## config.mk

```make
export PLATFORM = sky130hd
export DESIGN_NAME = clock_time_keeper
export DESIGN_NICKNAME = d
export VERILOG_FILES = /design/src/rtl/clock_pkg.sv /design/src/rtl/bcd_mod_counter.sv /design/src/rtl/clock_time_keeper.sv
export SDC_FILE = /design/constraint.sdc
export NUM_CORES = 1
export LEC_CHECK = 0
export BUFFER_PORTS_ARGS = -buffer_cell sky130_fd_sc_hd__buf_2
export CORE_MARGIN = 2
export CORE_UTILIZATION = 55
export CTS_CLUSTER_DIAMETER = 60
export DETAILED_ROUTE_END_ITERATION = 6
export HOLD_SLACK_MARGIN = 0.08
export PLACE_DENSITY = 0.76
export SKIP_LAST_GASP = 1
export SYNTH_ARGS = -nofsm -noshare
export SYNTH_HDL_FRONTEND = slang
export SYNTH_SLANG_ARGS = --single-unit
```

## constraint.sdc

```tcl
create_clock -name CLK -period 2.6 [get_ports CLK]
set_input_delay 0.52 -clock CLK [delete_from_list [all_inputs] [get_ports CLK]]
set_output_delay 0.52 -clock CLK [all_outputs]
set_load 0.03 [all_outputs]
```

## src/rtl/clock_pkg.sv

```systemverilog
// ----------------------------------------------------------------------------
// clock_pkg
// Shared definitions for the clock time keeper:
//   - BCD digit widths for seconds, minutes and hours
//   - the seconds/minutes maximum value (59)
//   - one-hot mode encodings, ordered {hour_setup, minute_setup,
//     second_setup, normal}
//   - a helper that tells whether a mode vector is exactly one-hot
// ----------------------------------------------------------------------------
package clock_pkg;

    localparam int SEC_TENS_W = 3;
    localparam int SEC_ONES_W = 4;
    localparam int MIN_TENS_W = 3;
    localparam int MIN_ONES_W = 4;
    localparam int HR_TENS_W  = 2;
    localparam int HR_ONES_W  = 4;

    localparam int MS_MAX = 59;

    localparam int MODE_W = 4;

    typedef enum logic [MODE_W-1:0] {
        MODE_NORMAL = 4'b0001,
        MODE_SEC    = 4'b0010,
        MODE_MIN    = 4'b0100,
        MODE_HR     = 4'b1000
    } mode_t;

    // True when exactly one bit of the mode vector is set.
    function automatic logic mode_is_one_hot(input logic [MODE_W-1:0] m);
        return (m != {MODE_W{1'b0}}) &&
               ((m & (m - {{(MODE_W-1){1'b0}}, 1'b1})) == {MODE_W{1'b0}});
    endfunction

endpackage

```

## src/rtl/bcd_mod_counter.sv

```systemverilog
// ----------------------------------------------------------------------------
// bcd_mod_counter
// Two-digit BCD counter that counts 0..MAX_VAL and wraps to 00.
//   CLK       in  clock, rising edge
//   reset     in  asynchronous active-high reset, clears to 00
//   en        in  advance by one on this edge
//   tens      out registered tens digit (TENS_W bits)
//   ones      out registered ones digit
//   carry_out out high when en is set and the counter is at MAX_VAL, i.e. the
//                 count wraps on this edge (combinational, for chaining)
// An out-of-range value (never reachable in normal operation) is forced back
// to 00 on the next edge so a digit cannot stay illegal.
// ----------------------------------------------------------------------------
module bcd_mod_counter #(
    parameter int MAX_VAL = 59,
    parameter int TENS_W  = 3
) (
    input  logic              CLK,
    input  logic              reset,
    input  logic              en,
    output logic [TENS_W-1:0] tens,
    output logic [3:0]        ones,
    output logic              carry_out
);

    localparam logic [TENS_W-1:0] MAX_TENS = TENS_W'(MAX_VAL / 10);
    localparam logic [3:0]        MAX_ONES = 4'(MAX_VAL % 10);

    logic [TENS_W-1:0] tens_r;
    logic [TENS_W-1:0] tens_next_s;
    logic [3:0]        ones_r;
    logic [3:0]        ones_next_s;
    logic              at_max_s;
    logic              legal_s;

    assign at_max_s  = (tens_r == MAX_TENS) && (ones_r == MAX_ONES);
    assign legal_s   = (ones_r <= 4'd9) &&
                       ((tens_r < MAX_TENS) || ((tens_r == MAX_TENS) && (ones_r <= MAX_ONES)));
    assign carry_out = en & at_max_s;

    // Next-count computation with wrap at MAX_VAL and illegal-value recovery.
    always_comb begin
        tens_next_s = tens_r;
        ones_next_s = ones_r;
        if (!legal_s) begin
            tens_next_s = {TENS_W{1'b0}};
            ones_next_s = 4'd0;
        end else if (en) begin
            if (at_max_s) begin
                tens_next_s = {TENS_W{1'b0}};
                ones_next_s = 4'd0;
            end else if (ones_r == 4'd9) begin
                tens_next_s = tens_r + TENS_W'(1'b1);
                ones_next_s = 4'd0;
            end else begin
                ones_next_s = ones_r + 4'd1;
            end
        end else begin
            tens_next_s = tens_r;
            ones_next_s = ones_r;
        end
    end

    // Digit registers.
    always_ff @(posedge CLK or posedge reset) begin
        if (reset) begin
            tens_r <= {TENS_W{1'b0}};
            ones_r <= 4'd0;
        end else begin
            tens_r <= tens_next_s;
            ones_r <= ones_next_s;
        end
    end

    assign tens = tens_r;
    assign ones = ones_r;

endmodule

```

## src/rtl/clock_time_keeper.sv

```systemverilog
// ----------------------------------------------------------------------------
// clock_time_keeper
// HH:MM:SS time keeper with BCD outputs, a run mode and three setup modes.
//   CLK                 in  clock, rising edge
//   reset               in  asynchronous active-high reset -> 00:00:00
//   tick                in  1 Hz enable, one CLK wide
//   normal              in  run mode (one-hot with the setup bits)
//   second_setup        in  seconds field selected for setting
//   minute_setup        in  minutes field selected for setting
//   hour_setup          in  hours field selected for setting
//   inc                 in  asynchronous active-low pushbutton, idle high
//   sec_tens/sec_ones   out seconds BCD digits (registered)
//   min_tens/min_ones   out minutes BCD digits (registered)
//   hr_tens/hr_ones     out hours BCD digits (registered)
//   blink               out display enable for the selected field
//   mode_err            out registered flag, mode bits not exactly one-hot
// The button is synchronised, its falling edge is detected and registered as
// inc_pulse_r, so a digit moves SYNC_STAGES+2 edges after the fall on inc.
// ----------------------------------------------------------------------------
module clock_time_keeper
    import clock_pkg::*;
#(
    parameter int SYNC_STAGES = 2,
    parameter int HOUR_MAX    = 23
) (
    input  logic                  CLK,
    input  logic                  reset,
    input  logic                  tick,
    input  logic                  normal,
    input  logic                  second_setup,
    input  logic                  minute_setup,
    input  logic                  hour_setup,
    input  logic                  inc,
    output logic [SEC_TENS_W-1:0] sec_tens,
    output logic [SEC_ONES_W-1:0] sec_ones,
    output logic [MIN_TENS_W-1:0] min_tens,
    output logic [MIN_ONES_W-1:0] min_ones,
    output logic [HR_TENS_W-1:0]  hr_tens,
    output logic [HR_ONES_W-1:0]  hr_ones,
    output logic                  blink,
    output logic                  mode_err
);

    localparam int SYNC_N = (SYNC_STAGES < 2) ? 2 : SYNC_STAGES;

    logic [SYNC_N-1:0]  sync_r;
    logic               edge_prev_r;
    // fill_r marks which pipeline stages hold a real sample taken after reset;
    // a fall is only trusted once both compared samples are real, so holding
    // the button through reset release produces no pulse.
    logic [SYNC_N:0]    fill_r;
    logic               inc_pulse_r;

    logic [MODE_W-1:0]  mode_s;
    logic [MODE_W-1:0]  mode_prev_r;
    logic               mode_valid_s;
    logic               run_s;
    logic               sel_sec_s;
    logic               sel_min_s;
    logic               sel_hr_s;

    logic               sec_en_s;
    logic               min_en_s;
    logic               hr_en_s;
    logic               sec_carry_s;
    logic               min_carry_s;
    logic               hr_carry_s;

    logic               blink_r;
    logic               blink_next_s;
    logic               mode_err_r;

    assign mode_s       = {hour_setup, minute_setup, second_setup, normal};
    assign mode_valid_s = mode_is_one_hot(mode_s);

    // Button synchroniser, falling-edge detector and registered pulse.
    always_ff @(posedge CLK or posedge reset) begin
        if (reset) begin
            sync_r      <= {SYNC_N{1'b1}};
            edge_prev_r <= 1'b1;
            fill_r      <= {(SYNC_N+1){1'b0}};
            inc_pulse_r <= 1'b0;
        end else begin
            sync_r      <= {sync_r[SYNC_N-2:0], inc};
            edge_prev_r <= sync_r[SYNC_N-1];
            fill_r      <= {fill_r[SYNC_N-1:0], 1'b1};
            inc_pulse_r <= fill_r[SYNC_N] & edge_prev_r & ~sync_r[SYNC_N-1];
        end
    end

    // Mode decode; anything not one-hot selects nothing so all fields hold.
    always_comb begin
        run_s     = 1'b0;
        sel_sec_s = 1'b0;
        sel_min_s = 1'b0;
        sel_hr_s  = 1'b0;
        case (mode_s)
            MODE_NORMAL: run_s     = 1'b1;
            MODE_SEC:    sel_sec_s = 1'b1;
            MODE_MIN:    sel_min_s = 1'b1;
            MODE_HR:     sel_hr_s  = 1'b1;
            default: begin
                run_s     = 1'b0;
                sel_sec_s = 1'b0;
                sel_min_s = 1'b0;
                sel_hr_s  = 1'b0;
            end
        endcase
    end

    // Run mode ripples carries through all fields in one cycle; setup mode
    // bumps only the selected field, and its carry is not propagated.
    assign sec_en_s = (run_s & tick) | (sel_sec_s & inc_pulse_r);
    assign min_en_s = (run_s & sec_carry_s) | (sel_min_s & inc_pulse_r);
    assign hr_en_s  = (run_s & min_carry_s) | (sel_hr_s & inc_pulse_r);

    bcd_mod_counter #(.MAX_VAL(MS_MAX), .TENS_W(SEC_TENS_W)) u_sec (
        .CLK       (CLK),
        .reset     (reset),
        .en        (sec_en_s),
        .tens      (sec_tens),
        .ones      (sec_ones),
        .carry_out (sec_carry_s)
    );

    bcd_mod_counter #(.MAX_VAL(MS_MAX), .TENS_W(MIN_TENS_W)) u_min (
        .CLK       (CLK),
        .reset     (reset),
        .en        (min_en_s),
        .tens      (min_tens),
        .ones      (min_ones),
        .carry_out (min_carry_s)
    );

    bcd_mod_counter #(.MAX_VAL(HOUR_MAX), .TENS_W(HR_TENS_W)) u_hr (
        .CLK       (CLK),
        .reset     (reset),
        .en        (hr_en_s),
        .tens      (hr_tens),
        .ones      (hr_ones),
        .carry_out (hr_carry_s)
    );

    // Blink next state: solid when invalid, on a mode change or in run mode;
    // toggles on tick while a field is being set.
    always_comb begin
        blink_next_s = blink_r;
        if (!mode_valid_s) begin
            blink_next_s = 1'b1;
        end else if (mode_s != mode_prev_r) begin
            blink_next_s = 1'b1;
        end else if (run_s) begin
            blink_next_s = 1'b1;
        end else if (tick) begin
            blink_next_s = ~blink_r;
        end else begin
            blink_next_s = blink_r;
        end
    end

    // Blink, previous-mode and mode error registers.
    always_ff @(posedge CLK or posedge reset) begin
        if (reset) begin
            blink_r     <= 1'b1;
            mode_prev_r <= MODE_NORMAL;
            mode_err_r  <= 1'b0;
        end else begin
            blink_r     <= blink_next_s;
            mode_prev_r <= mode_s;
            mode_err_r  <= ~mode_valid_s;
        end
    end

    assign blink    = blink_r;
    assign mode_err = mode_err_r;

endmodule

```

# Word level (Yosys, flattened, before mapping)
# Index checks and enable logic that the tools add are counted.
# word_totals
ff_bits,33
# classes
addsub,7
reduce_logical,18
n_bitwise,17
n_lt_le_gt_ge,7
muxes,32
n_eq_ne,19
# op_table
operator,n
$mux 4,12
$mux 3,8
$eq 4x4->1 const B,4
$add 4x1->4 const B,3
$le 4x4->1 const B,3
$and 1x1->1,10
$logic_and 1x1->1,10
$ne 3x2->1 const B,3
$eq 4x2->1 const B,2
$mux 1,8
$mux 2,4
$add 3x1->3 const B,2
$eq 3x3->1 const B,2
$lt 3x3->1 const B,2
$reduce_and 2->1,3
$and 4x4->4,1
$eq 4x1->1 const B,1
$eq 4x3->1 const B,1
$le 4x2->1 const B,1
$logic_not 4->1,1
$ne 2x1->1 const B,2
$ne 4x2->1 const B,1
$ne 4x4->1,1
$reduce_bool 4->1,1
other kinds (8),14

# Longest topological paths before layout
# depth
depth_word,12
ltp_mapped,7

# Hierarchy
# A second synthesis with hierarchy kept.
# hier_totals
cells_unflattened,180
area_unflattened_um2,1826.8
# modules_own_cells
mod,seq_area_each_um2,cells_per_inst,n_inst,area_per_inst_um2
bcd_mod_counter at u_min ...,175.2,41,2,401.6
clock_time_keeper,331.6,45,1,586.8
bcd_mod_counter at u_hr,150.1,53,1,436.7

# Worst setup path after synthesis
# OpenSTA, ideal clock, no wires.
# synth_timing
path_type,reg-to-reg
start,"register u_hr.tens_r[1], in the netlist u_hr.tens[1]"
end,"register u_hr.tens_r[0], in the netlist u_hr.tens[0]"
setup_time_ns,0.128
slack_ns,0.575
period_less_slack_ns,2.025
t_arrival_ns,1.898
required_time_ns,2.472
stages_incl_launch_ff,7
cell_sequence,dfrtp_1 ha_1 nand2b_1 o21a_1 o311ai_0 a31oi_4 mux2_1
# synth_via
elab_chain_len,6
# synth_lines
element,line,source
from (decl),bcd_mod_counter.sv:29,logic [TENS_W-1:0] tens_r;
from (signal assigned),bcd_mod_counter.sv:67,tens_r <= {TENS_W{1'b0}};
from (signal assigned),bcd_mod_counter.sv:70,tens_r <= tens_next_s;
$eq 2x2->1,"bcd_mod_counter.sv:36, bcd_mod_counter.sv:38",
$logic_and 1x1->1,bcd_mod_counter.sv:38,((tens_r < MAX_TENS) || ((tens_r == MAX_TENS) && (ones_r <= MAX_ONES)));
$logic_or 1x1->1,bcd_mod_counter.sv:38,
$logic_and 1x1->1,bcd_mod_counter.sv:37,assign legal_s = (ones_r <= 4'd9) &&
$ne 3x2->1 (no line) / $ne 2x2->1 (equally long branches),n/a,
$reduce_and 2->1 (no line),n/a,
# Parallel ways exist; a longest one is shown, timed or not. The select of a mux whose other input is x is not followed.
# A chain may end at the register's enable or synchronous reset.

# Final worst setup path
# Same ends and word-level chain as after synthesis.

==> impl_metrics.yaml <==
outcome:
  outcome: "finished, final reports clean"
global_routing:
  antenna_found_initial: 0
  first_global_vias: 1162
  grt_pass1_wl_um: 5168
  grt_max_degree: 19
  grt_use_total_pct: 19.29
  grt_overflow: 0
drt:
  wl_per_cell_um: 12.51
  wl_um: 3115
  drtPass1Iterations: 4
  vias: 1328
  drc: 0
  drt_iter0_drc: 83
  final_antenna_net_count: 0
  vias_per_cell: 5.333
finish:
  area_growth_pct: 14.24
  nets: 217
  final_cell_mix: "buf_2, dfrtp_1, nor2_1"
  final_common_cell: "buf_2"
  fin_util_pct: 65.74
  drive_gt1_share_pct: 24.88
  fin_cells: 249
  final_area_mm2: 0.002007
  insertedDiodeCount: 0
  fillers: 268
power_and_ir_drop:
  clockPowerShare_pct: 24.3
  power_leakage_nw: 0.9617
  power_density_mw_per_mm2: 658.1
  p_int_mw: 0.8536
  p_sw_share_pct: 35.37
  p_switching_mw: 0.4672
  seq_power_share_pct: 50.4
  combPwrFrac_pct: 25.3
  power_mw: 1.321
  ir_drop_v: 0.0004046
clocking:
  cts.path.max_buffers: 2
  ctsResizeCount: 0
  numCtsBuffers: 5
  cts_max_level: 2
  cts_tree: "done"
  insertion_delay_ns: 0.33
  cts_sinks: 33
  cts_root_buf: "clkbuf_4"
  post_cts_buffers: 0
  cts.reportedPaths.clkPinSlew_ns: 0.10
  holdBufCountCts: 0
logic_synthesis:
  synth-seq-area-share_pct: 47.36
  ys_seq_elements: 33
  syn_inst: 170
  ys_types: 46
  synth-edff-count: 0
  syn_avg_cell_area_um2: 10.33
  synth-main-ff-cell: "dfrtp_1"
  async_reset_ff_share_pct: 100.0
  syn_nets: 183
  netlist_area_mm2: 0.001757
  ys_warn_count: 0
timing:
  fin_skew_ns: 0.008270
  rsz0062_at_grt: "no"
  worst_pin_slew_ns: 0.6372
  fin_hold_ws_ns: 0.2276
  slew_viol_final: 0
  slew_headroom_pct: 56.98
  timing.fmax_mhz: 494.8
  setup_viol: 0
  finalCritPeriodShare_pct: 77.73
  period_needed_ns: 2.021
  setup_tns_ns: 0
  hold_viol: 0
  worst_slack_ns: 0.5791
job:
  maxCapViolations: 0
floorplanning:
  die-area_mm2: 0.003662
  core_mm2: 0.003053
  die_w_um: 60.52
  die_y_um: 60.52
  num_io_pins: 30
  start_util_pct: 57.54
  num_rows: 20
place:
  place_area_mm2: 0.001937
  hpwlAfterDp_um: 2356
  portBuffers: 29
  dp_slack_ns: 0.4332
  dpl.cell_count: 241
  place_congestion: 0.8401
min_path:
  min_path_type: "primary input to async pin"
worst_setup_path:
  cp_max_fo: 8
  slowest_delay_ns: 0.55
  worstRegToRegCells: 6
  critPathCaptureType: "flip-flop"
  path_class: "flip-flop to flip-flop"
  critPathLaunchType: "flip-flop"
  arrival_ns: 2.24
  worstPathRequired_ns: 2.82
  crit_slowest_cell: "o311ai_0"
  crit_chain: "ha_1 > nand2b_1 > o21a_1 > o311ai_0 > a31oi_4 > mux2_1"
  rrSetupSlack_ns: 0.58
  timing.rr.end: "u_hr.tens[0]"
  regToRegStartpoint: "u_hr.tens[1]"
## per-layer routing
layer | share of wire [%] | GRT usage, % | up-vias
met5 | 0 | 0 | -
met4 | 0.93 | 5.901 | 0
met3 | 4.2 | 7.036 | 4
met2 | 47 | 30.75 | 22
met1 | 47 | 24.83 | 636
li1 | - | - | 666
## cell families after synthesis
group	count (synthesis)	share of synthesized area, %
AOI/OAI and AO/OA	35	14.82
xor gates and xnor gates	12	5.983
adders and majority gates	5	3.561
buffers and inverters	15	4.131
DFF	33	47.36
muxes	5	2.991
other	1	0.2135
and+or+nand+nor	64	20.94
## flip-flops by register name (all words and copies together), names as in the netlist
name	count
mode_err	1
u_min.tens	3
blink	1
sync_r	2
inc_pulse_r	1
fill_r	3
u_sec.tens	3
u_min.ones	4
u_hr.tens	2
edge_prev_r	1
mode_prev_r	4
u_sec.ones	4
u_hr.ones	4
## final cells by class
class                      instances  area [um2]  area share [%]
clock buffer                       7       65.06           3.242
sequential                        33       832.0           41.46
clock inverter                     1       5.005          0.2494
inverter                          12       45.04           2.244
multi-input combinational        122       852.1           42.46
tap                               44       55.05           2.743
timing repair buffer              30       152.6           7.606
## worst max path at each step
stage	endpoint	cells after the start	start	slack (ns)
2_1_floorplan	u_hr.tens[0]	6	u_hr.tens[1]	0.57
3_3_place_gp	u_hr.tens[1]	6	second_setup	0.50
3_5_place_dp	u_hr.tens[0]	6	second_setup	0.43
4_1_cts	u_hr.tens[0]	6	u_hr.tens[1]	0.56
5_1_grt	u_hr.tens[0]	6	u_hr.tens[1]	0.38
6_report	u_hr.tens[0]	6	u_hr.tens[1]	0.58
## critical path, delay by kind of cell, from the launching register on
| kind | cells | cell delay [ns] |
|---|---|---|
| flops | 1 | 0.47 |
| mux | 1 | 0.34 |
| simple gates | 1 | 0.14 |
| fa+ha+maj | 1 | 0.21 |
| compound gates | 3 | 0.76 |
## synthesized netlist by cell type (3+ instances only)
master | instances | area share, %
dfrtp_1 | 28 | 40
nor2_1 | 19 | 4.1
inv_1 | 12 | 2.6
nand2_1 | 12 | 2.6
a21oi_1 | 8 | 2.3
xor2_1 | 7 | 3.5
o21ai_0 | 6 | 1.7
dfstp_2 | 5 | 7.5
ha_1 | 5 | 3.6
nand3_1 | 5 | 1.4
nor3_1 | 5 | 1.4
xnor2_1 | 5 | 2.5
and3_1 | 4 | 1.4
o21a_1 | 4 | 1.7
mux2i_1 | 3 | 1.7
nor3b_1 | 3 | 1.3
o211ai_1 | 3 | 1.3
or3_1 | 3 | 1.1
## power by group through the flow
stage / Combinational [mW] / Sequential (mW) / Clock [mW]
CTS: 0.338 / 0.662 / 0.333
detailed placement: 0.337 / 0.672 / 0
finish: 0.334 / 0.666 / 0.321
floorplan: 0.144 / 0.763 / 0
global placement: 0.330 / 0.664 / 0
global route: 0.364 / 0.681 / 0.362
Power figures use the tool's default switching activity.
